<file path="config.mk">
export PLATFORM = sky130hd
export DESIGN_NAME = writeback_stage
export DESIGN_NICKNAME = d
export VERILOG_FILES = /design/src/rtl/writeback_stage.sv
export SDC_FILE = /design/constraint.sdc
export NUM_CORES = 1
export LEC_CHECK = 0
export ABC_AREA = 1
export ABC_CLOCK_PERIOD_IN_PS = 1500
export BUFFER_PORTS_ARGS = -buffer_cell sky130_fd_sc_hd__buf_2
export CORE_ASPECT_RATIO = 0.5
export CORE_MARGIN = 4
export CORE_UTILIZATION = 52
export CTS_CLUSTER_SIZE = 8
export DETAILED_ROUTE_END_ITERATION = 8
export HOLD_SLACK_MARGIN = 0.05
export PLACE_DENSITY_LB_ADDON = 0.3
export SLEW_MARGIN = 0
export SYNTH_ARGS = -nofsm -noshare
export SYNTH_HDL_FRONTEND = slang
export SYNTH_SLANG_ARGS = --single-unit
</file>
<file path="constraint.sdc">
create_clock -name i_clk -period 1.5 [get_ports i_clk]
set_input_delay 0.15 -clock i_clk [delete_from_list [all_inputs] [get_ports i_clk]]
set_output_delay 0.15 -clock i_clk [all_outputs]
set_load 0.01 [all_outputs]
</file>
<file path="src/rtl/writeback_stage.sv">
// writeback_stage: aligns memory-stage results, buffers two of them, and drains them into the register file
module writeback_stage #(
  parameter int XLEN = 32
) (
  input  logic            i_clk,
  input  logic            i_reset,
  input  logic            i_valid,
  output logic            o_ready,
  input  logic [XLEN-1:0] i_wb_data,
  input  logic [4:0]      i_rd,
  input  logic            i_reg_write,
  input  logic            i_is_load,
  input  logic [2:0]      i_funct3,
  input  logic [1:0]      i_addr_lo,
  output logic            o_rf_we,
  output logic [4:0]      o_rf_rd,
  output logic [XLEN-1:0] o_rf_data,
  input  logic            i_rf_ack,
  output logic [63:0]     o_instret,
  output logic            o_empty
);
  typedef enum logic [1:0] {EMPTY, HALF, FULL} state_t;
  state_t state, state_nx;
  logic [XLEN-1:0] data_q [2];
  logic [4:0] rd_q [2];
  logic we_q [2];
  logic wr_ptr, rd_ptr;
  logic [63:0] instret_q;
  logic enq, retire, head_valid, head_we;
  logic [7:0] byte_v;
  logic [15:0] half_v;
  logic [XLEN-1:0] aligned;
  assign byte_v = i_wb_data[{i_addr_lo, 3'b000} +: 8];
  assign half_v = i_wb_data[{i_addr_lo[1], 4'b0000} +: 16];
  assign o_ready = state != FULL;
  assign enq = i_valid && o_ready;
  assign head_valid = state != EMPTY;
  assign head_we = we_q[rd_ptr];
  assign o_rf_we = head_valid && head_we;
  assign retire = head_valid && (!head_we || i_rf_ack);
  assign o_rf_rd = o_rf_we ? rd_q[rd_ptr] : '0;
  assign o_rf_data = o_rf_we ? data_q[rd_ptr] : '0;
  assign o_instret = instret_q;
  assign o_empty = state == EMPTY;
  // load alignment: pick the addressed byte/half and extend it; anything else passes through
  always_comb begin
    aligned = i_wb_data;
    if (i_is_load)
      aligned = i_funct3 == 3'b000 ? {{(XLEN-8){byte_v[7]}}, byte_v} :
                i_funct3 == 3'b100 ? {{(XLEN-8){1'b0}}, byte_v} :
                i_funct3 == 3'b001 ? {{(XLEN-16){half_v[15]}}, half_v} :
                i_funct3 == 3'b101 ? {{(XLEN-16){1'b0}}, half_v} : i_wb_data;
  end
  // occupancy transitions; enqueue and retire together leave the count unchanged
  always_comb begin
    state_nx = state;
    if (enq && !retire) state_nx = state == EMPTY ? HALF : FULL;
    else if (retire && !enq) state_nx = state == FULL ? HALF : EMPTY;
  end
  // state register
  always_ff @(posedge i_clk or negedge i_reset)
    if (!i_reset) state <= EMPTY;
    else state <= state_nx;
  // entry storage, pointers and retirement counter; rd 0 entries never write
  always_ff @(posedge i_clk or negedge i_reset)
    if (!i_reset) begin
      for (int i = 0; i < 2; i++) begin
        data_q[i] <= '0;
        rd_q[i] <= '0;
        we_q[i] <= 1'b0;
      end
      wr_ptr <= 1'b0;
      rd_ptr <= 1'b0;
      instret_q <= '0;
    end else begin
      if (enq) begin
        data_q[wr_ptr] <= aligned;
        rd_q[wr_ptr] <= i_rd;
        we_q[wr_ptr] <= i_reg_write && (i_rd != 5'd0);
        wr_ptr <= ~wr_ptr;
      end
      if (retire) begin
        rd_ptr <= ~rd_ptr;
        instret_q <= instret_q + 64'd1;
      end
    end
endmodule

</file>
## Word-level counts from Yosys, hierarchy flattened

Cells that the tools add are included.

| operators by class | value |
|---|---|
| add/subtract/negate cells | 1 |
| order comparisons | 3 |
| equal/unequal tests | 5 |
| shifts and indexed selects | 2 |
| multiplexer cells | 29 |
| bitwise operators | 4 |
| reduce and logical (&&, ||, !) cells | 16 |

Operator list:

| cell | number |
|---|---|
| $mux 32 | 10 |
| $add 64x1->64 const B | 1 |
| $bwmux 64 | 1 |
| $demux 32 s1 | 1 |
| $shiftx 32x6->16 | 1 |
| $shiftx 32x6->8 | 1 |
| $mux 5 | 5 |
| $bwmux 10 | 1 |
| $logic_and 1x1->1 | 7 |
| $eq 3x3->1 const B | 2 |
| $mux 2 | 3 |
| $demux 5 s1 | 1 |
| $mux 1 | 5 |
| $reduce_bool 5->1 | 1 |
| $ge 2x2->1 const B | 2 |
| $not 1->2 | 2 |
| $reduce_bool 2->1 | 2 |
| $eq 3x1->1 const B | 1 |
| $logic_not 1->1 | 3 |
| $logic_not 3->1 | 1 |
| $bwmux 2 | 1 |
| $eq 2x2->1 const B | 1 |
| $logic_not 2->1 | 1 |
| $lt 2x1->1 const B | 1 |
| other kinds (4) | 5 |

| word-level totals | value |
|---|---|
| bits in registers | 144 |
| input bits | 48 |
| output and inout port bits | 104 |
| word-level logic and storage cells | 70 |

## Longest topological paths before layout

| logic depth | value |
|---|---|
| depth in word-level cells | 10 |
| mapped depth | 12 |
| depth with buffers taken out | 11 |

## Least setup slack after synthesis

No wires, ideal clock.

| path | value |
|---|---|
| path kind | reg-to-reg |
| start | reg state[1] |
| end | reg state[1] |
| setup time | 119 ps |
| arrival | 1557 ps |
| required time | 1381 ps |
| path slack | -176 ps |
| cell stages (with the launch flop) | 9 |
| buffers on the path | 1 |
| clock period less this slack | 1676 ps |
| cell sequence | dfrtp_1 -> nor2_1 -> inv_1 -> nand2_8 -> buf_4 -> ha_1 -> inv_1 -> nand2_1 -> o21a_1 |

| on the way | value |
|---|---|
| elaborated cells between the ends (all ways) | 12 |
| classes of those cells | 1 x eq/ne; 2 x mux; 9 x reduce/logical |

RTL lines:

| item | line | text |
|---|---|---|
| start, declared | 23 | `state_t state, state_nx;` |
| start signal, assigned | 63 | `else state <= state_nx;` |
| $logic_not 2->1 | - |  |
| named net o_empty | 20 | `output logic o_empty` |
| $mux 2 (2 in a row) | 57 | `if (enq && !retire) state_nx = state == EMPTY ? HALF : FULL;` |

The timed path passes the listed nets, and every way through them passes these cells.
A chain may end at the register's enable or synchronous reset.

## Final worst setup path

| path | value |
|---|---|
| start | reg rd_ptr |
| end | reg instret_q[39], in the netlist o_instret[39] |

| on the way | value |
|---|---|
| longest elaborated chain between the ends | 7 |

Ends and longest elaborated chain:

| item | line | text |
|---|---|---|
| start, declared | 27 | `logic wr_ptr, rd_ptr;` |
| start signal, assigned | 83 | `rd_ptr <= ~rd_ptr;` |
| $not 1->2 (not written as such) | 38 | `assign head_we = we_q[rd_ptr];` |
| $mux 1 (not written as such) (3 in a row) | 38 |  |
| $logic_not 1->1 | 40 | `assign retire = head_valid && (!head_we \|\| i_rf_ack);` |
| $logic_or 1x1->1 | 40 |  |
| $logic_and 1x1->1 | 40 |  |
| end signal, assigned | 84 | `instret_q <= instret_q + 64'd1;` |
| end, declared | 28 | `logic [63:0] instret_q;` |

Every way passes these cells. The select of a mux whose other input is x is not followed.

==> results.txt <==
Worst Hold Class = input pin to flop
power share of the clock group = 24.0%
placed cell areas = 10,900 um2
Clock Skew = 0.0135 ns
Yosys reg bits = 144
first-pass GRT wire length = 48,000 um
Synth Cell Area = 8700 um2
kind of critical path = flop to flop
Slew headroom = 60.2%
footprint of the multi-input gates = 5240 um2
CP Cell Sequence = clkinv_4, nand2_4, nand2_4, buf_4, nand2_4, nand2_8, buf_4, nor2_4, nand3_4, o21ai_2, nand2_1
GRT overflow = 0
CTS buffer count = 17
Final Hold Vio Count = 0
switch share = 40.6%
die height = 99.5 um
vias in the first global route = 9,526
dominant synthesized flop cell = dfrtp_1
Via-to-Cell Ratio = 5.73
final core utilization = 79.9%
number of synthesized flops with an enable pin = 0
Tmin final = 1.88 ns
CTS tree = built
net count after synthesis = 1,270
core footprint = 16,400 um2
r2r setup slk = -0.38 ns
Rows = 33
Critical Path Fanout Max = 7
H-tree lvl count = 4
Nets = 1,612
largest net degree at the start of global routing = 38
Routed Antenna Nets = 0
DRC Markers = 0
Slew @ Worst Pin = 0.597 ns
P_leak = 6.60 nW
sw power = 0.00768 W
Worst EP arrival = 2.20 ns
total track usage = 31.5%
share of the synthesized area in the top cell type = 41.4%
Async S/R FF share, synth = 100%
Worst VDD drop = 1.09 mV
Post-DP HPWL = 20,300 um
ratio of cells with drive above 1 in the final layout = 36.4%
area grow syn2layout = 50.5%
most frequent CP cell = nand2_4
cells after synthesis = 1,220
Crit path max-delay family = simple AND/OR/NAND/NOR gates
Skew-Pair Late Insertion Delay = 0.45 ns
Setup-failing EPs final = 103
failing checks = setup timing
Worst setup SP type = flop
Syn Area/Cell = 7.13 um2
Min Hold Slack = 0.0549 ns
Initial Util = 53.1%
Flop pwr share = 30.5%
CTS Buffer Depth = 2
CP bufs+invs = 3
most repeated cell in the gate-level netlist after synthesis = nand2_1
CTS Root Buffer Type = clkbuf_16
io pins = 152
Crit-path slowest cell = dfrtp_2
CP peak stage delay = 0.45 ns
Max Cap Viol = 0
Combinational Power Share = 45.5%
DRT Wirelength = 33,300 um
FMAX = 533 MHz
Distinct cells, synth = 35
Worst-path clk slew = 0.07 ns
Seq/Total Area, Yosys = 41.4%
YS warnings = 0
Power Internal = 0.0112 W
number of antenna violations at the first check in global routing = 0
CP endpoint kind = flop
unrepaired setup endpoints after global routing = yes
outcome = finished with violations
drt pass-1 iters = 5
worst path required time = 1.82 ns
Vias = 10.3k
post-synth top area cell = dfrtp_1
die area = 19,000 um2
pwr dens = 1440 nW/um2
top cells by area, synth = dfrtp_1, nand2_1, nand3_1
DRT iter0 DRCs = 952
Final period util = 125%
min setup slack post-route = -0.375 ns
WL/cell = 18.5 um
Inserted Diodes = 0
most frequent cells after synthesis = nand2_1, dfrtp_1, inv_1
design area = 13,100 um2
number of port buffers = 151
Storage cell area = 3620 um2
final slew viol count = 0
GPL Wtd Cong = 0.960
Die W = 191 um
Sink Count = 144
filler cell count = 1,073
==> final timing paths <==
| path | start | to | depth (start not counted) |
|---|---|---|---|
| max reg2reg | rd_ptr | o_instret[39] | 11 |
| min | i_wb_data[16] | data_q[48] | 3 |
| min reg2reg | data_q[44] | data_q[44] | 2 |
| max in group asynchronous | i_reset | o_instret[20] | 3 |
| min in group asynchronous | i_reset | o_instret[30] | 2 |
| max | rd_ptr | o_instret[39] | 11 |
==> registers in the layout, indices dropped and copies added (netlist names) <==
register,cells
we_q,2
o_instret,64
rd_q,10
state,2
data_q,64
wr_ptr,1
rd_ptr,1
==> worst register-to-register path: cells and delay by family (launching register included) <==
kind	cells	cell delay, ns
compound gates	1	0.17
flops	1	0.45
buf+inv	3	0.40
simple gates	7	0.74
==> routing by layer <==
metal	vias to the layer above	wire length [um]	track usage [%]
met5	-	0	0
met4	0	1420	11.7
met3	144	2890	5.43
met2	622	16000	52.2
met1	4918	13000	42.0
li1	4635	-	-
==> cell families after synthesis <==
family	synth area share, %
AOI/OAI and AO/OA	10.2
xor gates and xnor gates	3.82
adders and majority gates	0.288
buffers and inverters	7.36
DFF	41.4
and+or+nand+nor	37.0
==> power groups by stage <==
stage          registers [W]  clock network, W  logic, W
6_report             0.00577           0.00454   0.00860
2_1_floorplan        0.00563                 0   0.00370
3_3_place_gp         0.00567                 0   0.00585
5_1_grt              0.00588           0.00471   0.00921
4_1_cts              0.00569           0.00449   0.00741
3_5_place_dp         0.00573                 0   0.00600
==> final cells by class <==
type,instances,share of cell area (%)
clock buffers,18,3.35
repair buffers,374,22.3
multi-input cells,916,40.0
inverters,109,3.22
well taps,227,2.17
clock inverters,14,1.29
flip-flops and latches,144,27.6
==> cells in the final DEF, fill, tap and decap left out, types with 3 or more instances in the layout <==
cell type      instances
nand2_1              425
clkinv_4               4
nor3_1                 9
buf_16                 4
nand3_4                9
nor2_4                44
buf_2                137
a21oi_1               16
nand3b_1              12
o21ai_2                3
inv_8                  4
xnor2_1               12
nor3_4                 4
a21oi_4                7
inv_6                  3
nor2_2                29
nand3_1               88
o21ai_0               39
nor2_1                45
dlygate4sd3_1         21
inv_2                  8
buf_6                 33
o211ai_1              51
nand2_4               11
buf_12                13
a21oi_2               24
dfrtp_2               10
nand3_2                8
xor2_1                22
o21ai_1                7
buf_4                163
inv_1                 99
nand4_1               15
clkbuf_16             19
dfrtp_1              134
clkinvlp_4             3
nand2_2               17
==> through the flow <==
stage	cells	TNS [ns]	setup slack, ns	total power, W
2_1_floorplan	1220	-0.189	-0.0381	0.00934
3_3_place_gp	1713	-1.14	-0.182	0.0115
3_5_place_dp	1713	-4.27	-0.171	0.0117
4_1_cts	1783	-19.67	-0.310	0.0176
5_1_grt	1802	-32.18	-0.458	0.0198
6_report	1802	-25.16	-0.375	0.0189
==> repair_timing <==
action                     in CTS  in global routing
hold buffers                   21                  0
pin swaps                      15                 46
resized for setup              99                159
buffers inserted               13                 19
gates cloned                    4                  2
hold endpoints to repair      182                  0
setup endpoints to repair      87                145
Note: power is estimated with default switching activity, not from simulation.
